===== config.mk =====
export PLATFORM = sky130hd
export DESIGN_NAME = m5_mig_arbiter_flat
export DESIGN_NICKNAME = d
export VERILOG_FILES = /design/src/rtl/m5_mig_arbiter_pkg.sv /design/src/rtl/m5_mig_arbiter_if.sv /design/src/rtl/m5_mig_arbiter_sync_fifo.sv /design/src/rtl/m5_mig_arbiter.sv /design/src/flat_wrapper.sv
export SDC_FILE = /design/constraint.sdc
export NUM_CORES = 1
export LEC_CHECK = 0
export ABC_AREA = 1
export CAP_MARGIN = 20
export CORE_ASPECT_RATIO = 1.75
export CORE_UTILIZATION = 33
export CTS_CLUSTER_SIZE = 8
export DETAILED_ROUTE_END_ITERATION = 16
export PLACE_DENSITY_LB_ADDON = 0.12
export SETUP_SLACK_MARGIN = 0.02
export SLEW_MARGIN = 20
export SYNTH_ARGS = -nofsm -noshare
export SYNTH_HDL_FRONTEND = slang
export SYNTH_SLANG_ARGS = --single-unit

===== constraint.sdc =====
create_clock -name clk -period 5 [get_ports clk]
set_input_delay 1 -clock clk [delete_from_list [all_inputs] [get_ports clk]]
set_output_delay 1 -clock clk [all_outputs]
set_load 0.01 [all_outputs]

===== src/rtl/m5_mig_arbiter_pkg.sv =====
// Shared types for the migration-address arbiter: source tag and queued request.
package m5_pkg;

  localparam int M5_ADDR_SIZE = 28;

  typedef enum logic {
    M5_SRC_CACHE = 1'b0,
    M5_SRC_PAGE  = 1'b1
  } m5_src_e;

  typedef struct packed {
    m5_src_e                  src;
    logic [M5_ADDR_SIZE-1:0]  addr;
  } m5_mig_req_t;

endpackage


===== src/rtl/m5_mig_arbiter_if.sv =====
// Source-side and engine-side handshake bundle of the migration arbiter.
interface m5_mig_arbiter_if
  import m5_pkg::*;
#(
  parameter int ADDR_SIZE = M5_ADDR_SIZE
) ();

  logic                 cache_mig_addr_en;
  logic [ADDR_SIZE-1:0] cache_mig_addr;
  logic                 cache_mig_ready;
  logic                 page_mig_addr_en;
  logic [ADDR_SIZE-1:0] page_mig_addr;
  logic                 page_mig_ready;
  logic                 mig_req_valid;
  logic                 mig_req_src;
  logic [ADDR_SIZE-1:0] mig_req_addr;
  logic                 mig_req_ready;

  modport slave (
    input  cache_mig_addr_en, cache_mig_addr, page_mig_addr_en, page_mig_addr, mig_req_ready,
    output cache_mig_ready, page_mig_ready, mig_req_valid, mig_req_src, mig_req_addr
  );

  modport master (
    output cache_mig_addr_en, cache_mig_addr, page_mig_addr_en, page_mig_addr, mig_req_ready,
    input  cache_mig_ready, page_mig_ready, mig_req_valid, mig_req_src, mig_req_addr
  );

endinterface


===== src/rtl/m5_mig_arbiter_sync_fifo.sv =====
// First-word-fall-through queue; head is visible on dout whenever not empty.
module m5_sync_fifo #(
  parameter int DEPTH = 8,
  parameter int WIDTH = 8
) (
  input  logic                   clk,
  input  logic                   rstn,
  input  logic                   push,
  input  logic [WIDTH-1:0]       din,
  input  logic                   pop,
  output logic [WIDTH-1:0]       dout,
  output logic [$clog2(DEPTH):0] level,
  output logic                   full,
  output logic                   empty
);

  localparam int AW = $clog2(DEPTH);

  logic [WIDTH-1:0] mem [DEPTH];
  logic [AW-1:0]    wr_ptr;
  logic [AW-1:0]    rd_ptr;
  logic             do_push;
  logic             do_pop;

  // full/empty come from the registered level, so a pop never frees space in the same cycle
  always_comb begin
    full    = (level == (AW+1)'(DEPTH));
    empty   = (level == '0);
    do_push = push && !full;
    do_pop  = pop && !empty;
    dout    = mem[rd_ptr];
  end

  // storage array; contents need no reset since level gates visibility
  always_ff @(posedge clk) begin
    if (do_push) mem[wr_ptr] <= din;
  end

  // pointers wrap naturally because DEPTH is a power of two
  always_ff @(posedge clk or negedge rstn) begin
    if (!rstn) begin
      wr_ptr <= '0;
      rd_ptr <= '0;
      level  <= '0;
    end else begin
      if (do_push) wr_ptr <= wr_ptr + 1'b1;
      if (do_pop)  rd_ptr <= rd_ptr + 1'b1;
      case ({do_push, do_pop})
        2'b10:   level <= level + 1'b1;
        2'b01:   level <= level - 1'b1;
        default: level <= level;
      endcase
    end
  end

endmodule


===== src/rtl/m5_mig_arbiter.sv =====
// Round-robin merge of cache-line and page migration streams with per-source
// back-to-back duplicate suppression and saturating accept/drop statistics.
module m5_mig_arbiter
  import m5_pkg::*;
#(
  parameter int FIFO_DEPTH = 8,
  parameter int CNT_WIDTH  = 32
) (
  input  logic                        clk,
  input  logic                        rstn,
  input  logic                        arb_en,
  input  logic                        clear_stats,
  m5_mig_arbiter_if.slave             mig,
  output logic [$clog2(FIFO_DEPTH):0] fifo_level,
  output logic [CNT_WIDTH-1:0]        cache_acc_cnt,
  output logic [CNT_WIDTH-1:0]        page_acc_cnt,
  output logic [CNT_WIDTH-1:0]        cache_drop_cnt,
  output logic [CNT_WIDTH-1:0]        page_drop_cnt
);

  localparam int ADDR_SIZE = M5_ADDR_SIZE;

  logic                 run_q;
  m5_src_e              rr_last;
  logic [ADDR_SIZE-1:0] last_addr [2];
  logic                 last_vld  [2];
  logic [CNT_WIDTH-1:0] acc_cnt   [2];
  logic [CNT_WIDTH-1:0] drop_cnt  [2];

  logic                 full;
  logic                 empty;
  logic                 can_accept;
  logic                 grant_cache;
  logic                 grant_page;
  logic                 xfer;
  logic                 dup;
  logic                 push;
  m5_src_e              xfer_src;
  logic [ADDR_SIZE-1:0] xfer_addr;
  m5_mig_req_t          push_req;
  m5_mig_req_t          head_req;

  function automatic logic [CNT_WIDTH-1:0] sat_inc(input logic [CNT_WIDTH-1:0] v);
    return (&v) ? v : v + 1'b1;
  endfunction

  // grant: single requester wins, otherwise the source that did not transfer last
  always_comb begin
    can_accept  = run_q && arb_en && !full;
    grant_cache = can_accept && mig.cache_mig_addr_en &&
                  (!mig.page_mig_addr_en || rr_last == M5_SRC_PAGE);
    grant_page  = can_accept && mig.page_mig_addr_en &&
                  (!mig.cache_mig_addr_en || rr_last == M5_SRC_CACHE);
    xfer        = grant_cache || grant_page;
    xfer_src    = grant_page ? M5_SRC_PAGE : M5_SRC_CACHE;
    xfer_addr   = grant_page ? mig.page_mig_addr : mig.cache_mig_addr;
    dup         = last_vld[xfer_src] && (xfer_addr == last_addr[xfer_src]);
    push        = xfer && !dup;
    push_req.src  = xfer_src;
    push_req.addr = xfer_addr;
  end

  // ready is held low until the first clock after reset release; rr_last moves on every transfer
  always_ff @(posedge clk or negedge rstn) begin
    if (!rstn) begin
      run_q   <= 1'b0;
      rr_last <= M5_SRC_PAGE;
    end else begin
      run_q <= 1'b1;
      if (xfer) rr_last <= xfer_src;
    end
  end

  // dedup history and statistics; clear overrides a same-cycle increment
  always_ff @(posedge clk or negedge rstn) begin
    if (!rstn) begin
      for (int s = 0; s < 2; s++) begin
        last_addr[s] <= '0;
        last_vld[s]  <= 1'b0;
        acc_cnt[s]   <= '0;
        drop_cnt[s]  <= '0;
      end
    end else if (clear_stats) begin
      for (int s = 0; s < 2; s++) begin
        last_vld[s] <= 1'b0;
        acc_cnt[s]  <= '0;
        drop_cnt[s] <= '0;
      end
    end else if (xfer) begin
      if (dup) begin
        drop_cnt[xfer_src] <= sat_inc(drop_cnt[xfer_src]);
      end else begin
        acc_cnt[xfer_src]   <= sat_inc(acc_cnt[xfer_src]);
        last_addr[xfer_src] <= xfer_addr;
        last_vld[xfer_src]  <= 1'b1;
      end
    end
  end

  m5_sync_fifo #(
    .DEPTH (FIFO_DEPTH),
    .WIDTH ($bits(m5_mig_req_t))
  ) u_fifo (
    .clk   (clk),
    .rstn  (rstn),
    .push  (push),
    .din   (push_req),
    .pop   (mig.mig_req_ready),
    .dout  (head_req),
    .level (fifo_level),
    .full  (full),
    .empty (empty)
  );

  // handshake and statistics outputs
  always_comb begin
    mig.cache_mig_ready = grant_cache;
    mig.page_mig_ready  = grant_page;
    mig.mig_req_valid   = !empty;
    mig.mig_req_src     = head_req.src;
    mig.mig_req_addr    = head_req.addr;
    cache_acc_cnt       = acc_cnt[0];
    page_acc_cnt        = acc_cnt[1];
    cache_drop_cnt      = drop_cnt[0];
    page_drop_cnt       = drop_cnt[1];
  end

endmodule


===== src/flat_wrapper.sv =====
// flat-port wrapper written by rule: the top's interface ports become plain ports
module m5_mig_arbiter_flat import m5_pkg::*;
#(
  parameter int FIFO_DEPTH = 8,
  parameter int CNT_WIDTH  = 32
)
  (clk, rstn, arb_en, clear_stats, fifo_level, cache_acc_cnt, page_acc_cnt, cache_drop_cnt, page_drop_cnt, mig_cache_mig_addr_en, mig_cache_mig_addr, mig_page_mig_addr_en, mig_page_mig_addr, mig_mig_req_ready, mig_cache_mig_ready, mig_page_mig_ready, mig_mig_req_valid, mig_mig_req_src, mig_mig_req_addr);
  m5_mig_arbiter_if mig_i ();
  input  logic clk;
  input  logic rstn;
  input  logic arb_en;
  input  logic clear_stats;
  output logic [$clog2(FIFO_DEPTH):0] fifo_level;
  output logic [CNT_WIDTH-1:0] cache_acc_cnt;
  output logic [CNT_WIDTH-1:0] page_acc_cnt;
  output logic [CNT_WIDTH-1:0] cache_drop_cnt;
  output logic [CNT_WIDTH-1:0] page_drop_cnt;
  input wire logic [$bits(mig_i.cache_mig_addr_en)-1:0] mig_cache_mig_addr_en;
  input wire logic [$bits(mig_i.cache_mig_addr)-1:0] mig_cache_mig_addr;
  input wire logic [$bits(mig_i.page_mig_addr_en)-1:0] mig_page_mig_addr_en;
  input wire logic [$bits(mig_i.page_mig_addr)-1:0] mig_page_mig_addr;
  input wire logic [$bits(mig_i.mig_req_ready)-1:0] mig_mig_req_ready;
  output wire logic [$bits(mig_i.cache_mig_ready)-1:0] mig_cache_mig_ready;
  output wire logic [$bits(mig_i.page_mig_ready)-1:0] mig_page_mig_ready;
  output wire logic [$bits(mig_i.mig_req_valid)-1:0] mig_mig_req_valid;
  output wire logic [$bits(mig_i.mig_req_src)-1:0] mig_mig_req_src;
  output wire logic [$bits(mig_i.mig_req_addr)-1:0] mig_mig_req_addr;
  assign mig_i.cache_mig_addr_en = mig_cache_mig_addr_en;
  assign mig_i.cache_mig_addr = mig_cache_mig_addr;
  assign mig_i.page_mig_addr_en = mig_page_mig_addr_en;
  assign mig_i.page_mig_addr = mig_page_mig_addr;
  assign mig_i.mig_req_ready = mig_mig_req_ready;
  assign mig_cache_mig_ready = mig_i.cache_mig_ready;
  assign mig_page_mig_ready = mig_i.page_mig_ready;
  assign mig_mig_req_valid = mig_i.mig_req_valid;
  assign mig_mig_req_src = mig_i.mig_req_src;
  assign mig_mig_req_addr = mig_i.mig_req_addr;
  m5_mig_arbiter #(.FIFO_DEPTH(FIFO_DEPTH), .CNT_WIDTH(CNT_WIDTH)) u_core (.clk(clk), .rstn(rstn), .arb_en(arb_en), .clear_stats(clear_stats), .mig(mig_i), .fifo_level(fifo_level), .cache_acc_cnt(cache_acc_cnt), .page_acc_cnt(page_acc_cnt), .cache_drop_cnt(cache_drop_cnt), .page_drop_cnt(page_drop_cnt));
endmodule

==> tab_implementation.tex <==
\begin{tabular}{lr}
\hline
Metric & Value \\
\hline
\multicolumn{2}{l}{\textbf{Floorplan}} \\
\quad Ports & 227 \\
\quad Die span in y & 346 um \\
\quad Area of the die & 68500 um\^{}2 \\
\quad Die X-Extent & 198 um \\
\quad Row Count & 125 \\
\quad Initial cell density of the core & 33.5\% \\
\quad Area of the core region & 66500 um\^{}2 \\
\multicolumn{2}{l}{\textbf{Timing}} \\
\quad Slew HR & 46.3\% \\
\quad Final Slew Violations & 0 \\
\quad Final number of setup-violating endpoints & 0 \\
\quad Transition at the pin with the smallest max-transition slack & 0.806 ns \\
\quad Final period demand of the worst path & 4.15 ns \\
\quad Unrepaired setup endpoints after global routing & no \\
\quad Worst setup skew after layout & 0.0264 ns \\
\quad Maximum clock frequency & 241 MHz \\
\quad Final setup TNS & 0 ns \\
\quad Hold Violations, Final & 0 \\
\quad Final period utilization & 82.9\% \\
\multicolumn{2}{l}{\textbf{Setup path}} \\
\quad Nature of the critical path startpoint & flop \\
\quad Type of element capturing the critical path & output pin \\
\quad Worst endpoint data arrival time & 3.15 ns \\
\quad Critical path fanouts, max & 31 \\
\quad Data required time of the critical path & 4.00 ns \\
\quad Critical Setup Path Class & reg2out \\
\multicolumn{2}{l}{\textbf{Logic synthesis}} \\
\quad Cell types with the largest area share after synthesis & edfxtp\_1 (31\%), dfrtp\_1 (22\%), nand2\_1 (17\%), nor2\_1 (5.9\%), inv\_1 (4.4\%) \\
\quad Count of flip-flops with a built-in enable after synthesis & 232 \\
\quad Synthesized netlist cell count & 2792 \\
\quad Yosys warning total & 0 \\
\quad Top cell type by total area after synthesis & edfxtp\_1 \\
\quad Share of the synthesized area in the top cell type & 31.3\% \\
\quad Most numerous cell in the Yosys netlist & nand2\_1 \\
\quad Syn avg cell area & 7.97 um\^{}2 \\
\quad Prevailing post-synth register cell & edfxtp\_1 \\
\quad Net count after synthesis & 2863 \\
\quad Netlist Area Pre-Place & 22300 um\^{}2 \\
\quad Commonest cells in the netlist & nand2\_1 (998), nor2\_1 (350), inv\_1 (263) \\
\quad Count of distinct cell types in the synthesized netlist & 38 \\
\quad FF+latch count, synth & 430 \\
\quad Fraction of synthesis flops using an asynchronous set or reset pin & 46.0\% \\
\quad Sequential cell area fraction in the yosys report & 53.6\% \\
\multicolumn{2}{l}{\textbf{Cells and area}} \\
\quad FF/Latch Area & 11900 um\^{}2 \\
\quad Area used by multi-input combinational logic & 8600 um\^{}2 \\
\quad Relative area change from synthesis to final layout & 25.0\% \\
\quad Fill cell count & 6697 \\
\quad Count of nets after finishing & 3115 \\
\quad Cell area after layout & 27800 um\^{}2 \\
\quad Fraction of final layout cells sized beyond drive strength 1 & 7.52\% \\
\multicolumn{2}{l}{\textbf{Clock tree}} \\
\quad Number of buffers inserted by hold repair at cts & 0 \\
\quad Number of buffers inserted to repair setup after CTS & 0 \\
\quad CTS HTree Levels & 2 \\
\quad Skew-Pair Late Insertion Delay & 0.62 ns \\
\quad Resized cells post-CTS & 0 \\
\quad Cell at the root of the clock tree & clkbuf\_16 \\
\quad CTS tree & yes \\
\quad Clock net sink count & 430 \\
\quad Number of buffers added by the clock tree synthesis step & 59 \\
\quad Buffer levels on the longest clock path & 3 \\
\quad Worst-path clk slew & 0.05 ns \\
\multicolumn{2}{l}{\textbf{Drt}} \\
\quad Average detailed-routed wire length per instance & 18.6 um \\
\quad Ratio of routed vias to standard cells & 4.87 \\
\quad Post-DRT Antenna Nets & 0 \\
\quad Number of search-and-repair iterations in the first detailed-routing pass & 5 \\
\quad Violation count after the first detailed-routing iteration & 1106 \\
\quad Final routed DRC violation total & 0 \\
\quad Total wirelength of the detailed-routed design & 74200 um \\
\quad Overall via count from detail\_route & 19400 \\
\multicolumn{2}{l}{\textbf{Global route}} \\
\quad Initial antenna violation count & 13 \\
\quad Vias in the first global route & 19400 \\
\quad Maximum number of pins on one net before global-route repair & 89 \\
\quad Overflow left after global routing & 0 \\
\quad Global-route usage over all layers & 21.7\% \\
\quad Global-route wire length before repair & 114000 um \\
\multicolumn{2}{l}{\textbf{Pwr}} \\
\quad Leak Pwr & 12.3 nW \\
\quad Cell Pwr Density & 428 nW/um\^{}2 \\
\quad Largest voltage drop on the vdd net & 306 uV \\
\multicolumn{2}{l}{\textbf{Min path}} \\
\quad Hold WC Path Type & in2async \\
\multicolumn{2}{l}{\textbf{Placement}} \\
\quad Cell area after placement & 26100 um\^{}2 \\
\quad GP Congestion & 0.903 \\
\quad Half-perimeter wire length of the detailed placement result & 51100 um \\
\quad Number of buffers added on ports & 226 \\
\multicolumn{2}{l}{\textbf{Status}} \\
\quad Result of the run & completed \\
\multicolumn{2}{l}{\textbf{Run}} \\
\quad Number of maximum-capacitance constraint violations & 0 \\
\hline
\end{tabular}
## layer usage
layer	vias up	track usage, %	share of wire, %
met3	138	4.01	5.0
met1	9232	25.2	40
met5	-	0	0.18
met2	492	39.1	52
li1	9512	-	-
met4	20	8.02	3.4
## layout make-up
type,instances,share of cell area [%]
flip-flops and latches,430,42.9
multi-input cells,1944,30.9
repair buffers,330,12.3
clock buffers,101,5.88
well taps,889,4.00
inverters,279,3.77
clock inverters,2,0.216
diodes,4,0.0360
## per-stage QoR
| step | hold WS (ns) | total power [mW] | worst slack [ns] | util [%] | instances |
|---|---|---|---|---|---|
| 6_report | 0.427 | 11.9 | 0.854 | 41.8 | 3979 |
| 5_1_grt | 0.440 | 12.6 | 0.583 | 41.8 | 3975 |
| 2_1_floorplan | 0.450 | 6.62 | 0.484 | - | 2792 |
| 3_5_place_dp | 0.467 | 8.28 | 0.203 | 39.3 | 3872 |
| 3_3_place_gp | 0.468 | 8.21 | 0.242 | 39.3 | 3872 |
| 4_1_cts | 0.417 | 12.1 | 0.763 | 41.8 | 3975 |
## worst max-delay path, cell delays in order (launching register included)
cell and delay, ns:
dfrtp_2 0.65, inv_1 0.16, buf_4 0.37, o21ai_0 0.15, o22ai_1 0.14, nor2_1 0.08, a31oi_1 0.33, clkdlybuf4s50_1 0.62
## cell families after synthesis
| logic type | share of synthesized area [%] |
|---|---|
| flip-flops | 53.6 |
| buffers and inverters | 7.95 |
| other | 0.0168 |
| AND/OR/NAND/NOR | 28.6 |
| XOR/XNOR | 1.22 |
| adder cells (fa/ha/maj) | 0.483 |
| AO/OA/AOI/OAI | 8.18 |
## report_power, final
| part | switching, mW | leakage (nW) | total, mW | internal (mW) |
|---|---|---|---|---|
| Combinational | 2.31 | 6.73 | 3.71 | 1.41 |
| Sequential | 0.277 | 4.74 | 4.44 | 4.16 |
| Clock | 1.55 | 0.800 | 3.75 | 2.19 |
## path summary, 6_finish.rpt
path / depth (start not counted) / from / endpoint / slack [ns]
hold / removal: 1 / rstn / u_core.cache_acc_cnt[30]$_DFFE_PN0P_ / 0.43
hold reg to reg: 2 / u_core.last_vld[0]$_DFFE_PN0P_ / u_core.last_vld[0]$_DFFE_PN0P_ / 0.48
setup reg to reg: 17 / u_core.u_fifo.level[1]$_DFFE_PN0P_ / u_core.cache_drop_cnt[22]$_DFFE_PN0P_ / 1.23
max in group asynchronous: 2 / rstn / u_core.cache_drop_cnt[7]$_DFFE_PN0P_ / 3.61
setup / recovery: 7 / u_core.u_fifo.rd_ptr[1]$_DFFE_PN0P_ / mig_mig_req_addr[7] / 0.85
min in group clk: 2 / u_core.last_vld[0]$_DFFE_PN0P_ / u_core.last_vld[0]$_DFFE_PN0P_ / 0.48
## layout by cell type (no fill, tap or decap), types with 3 or more instances in the layout
cell type	count
a31oi_1	29
and2_1	3
buf_12	30
buf_4	74
clkbuf_1	42
clkbuf_16	59
clkdlybuf4s50_1	225
dfrtp_1	195
diode_2	4
edfxtp_1	232
ha_1	7
inv_1	263
inv_2	15
nand2_1	997
nand2_2	5
nand3_1	86
nand3b_1	5
nand4_1	101
nor2_1	339
nor2_2	22
nor3_1	5
o21ai_0	186
o21ai_1	72
o21ai_2	14
o22ai_1	29
xnor2_1	12
xor2_1	19
## registers in the layout, summed over array words and instances, names as in the netlist
signal	flops
u_core.last_addr	56
u_core.last_vld	2
u_core.u_fifo.level	4
u_core.page_drop_cnt	32
u_core.cache_drop_cnt	32
u_core.rr_last	1
u_core.run_q	1
u_core.u_fifo.wr_ptr	3
u_core.cache_acc_cnt	32
u_core.u_fifo.rd_ptr	3
u_core.page_acc_cnt	32
u_core.u_fifo.mem	232
Power figures use the tool's default switching activity.
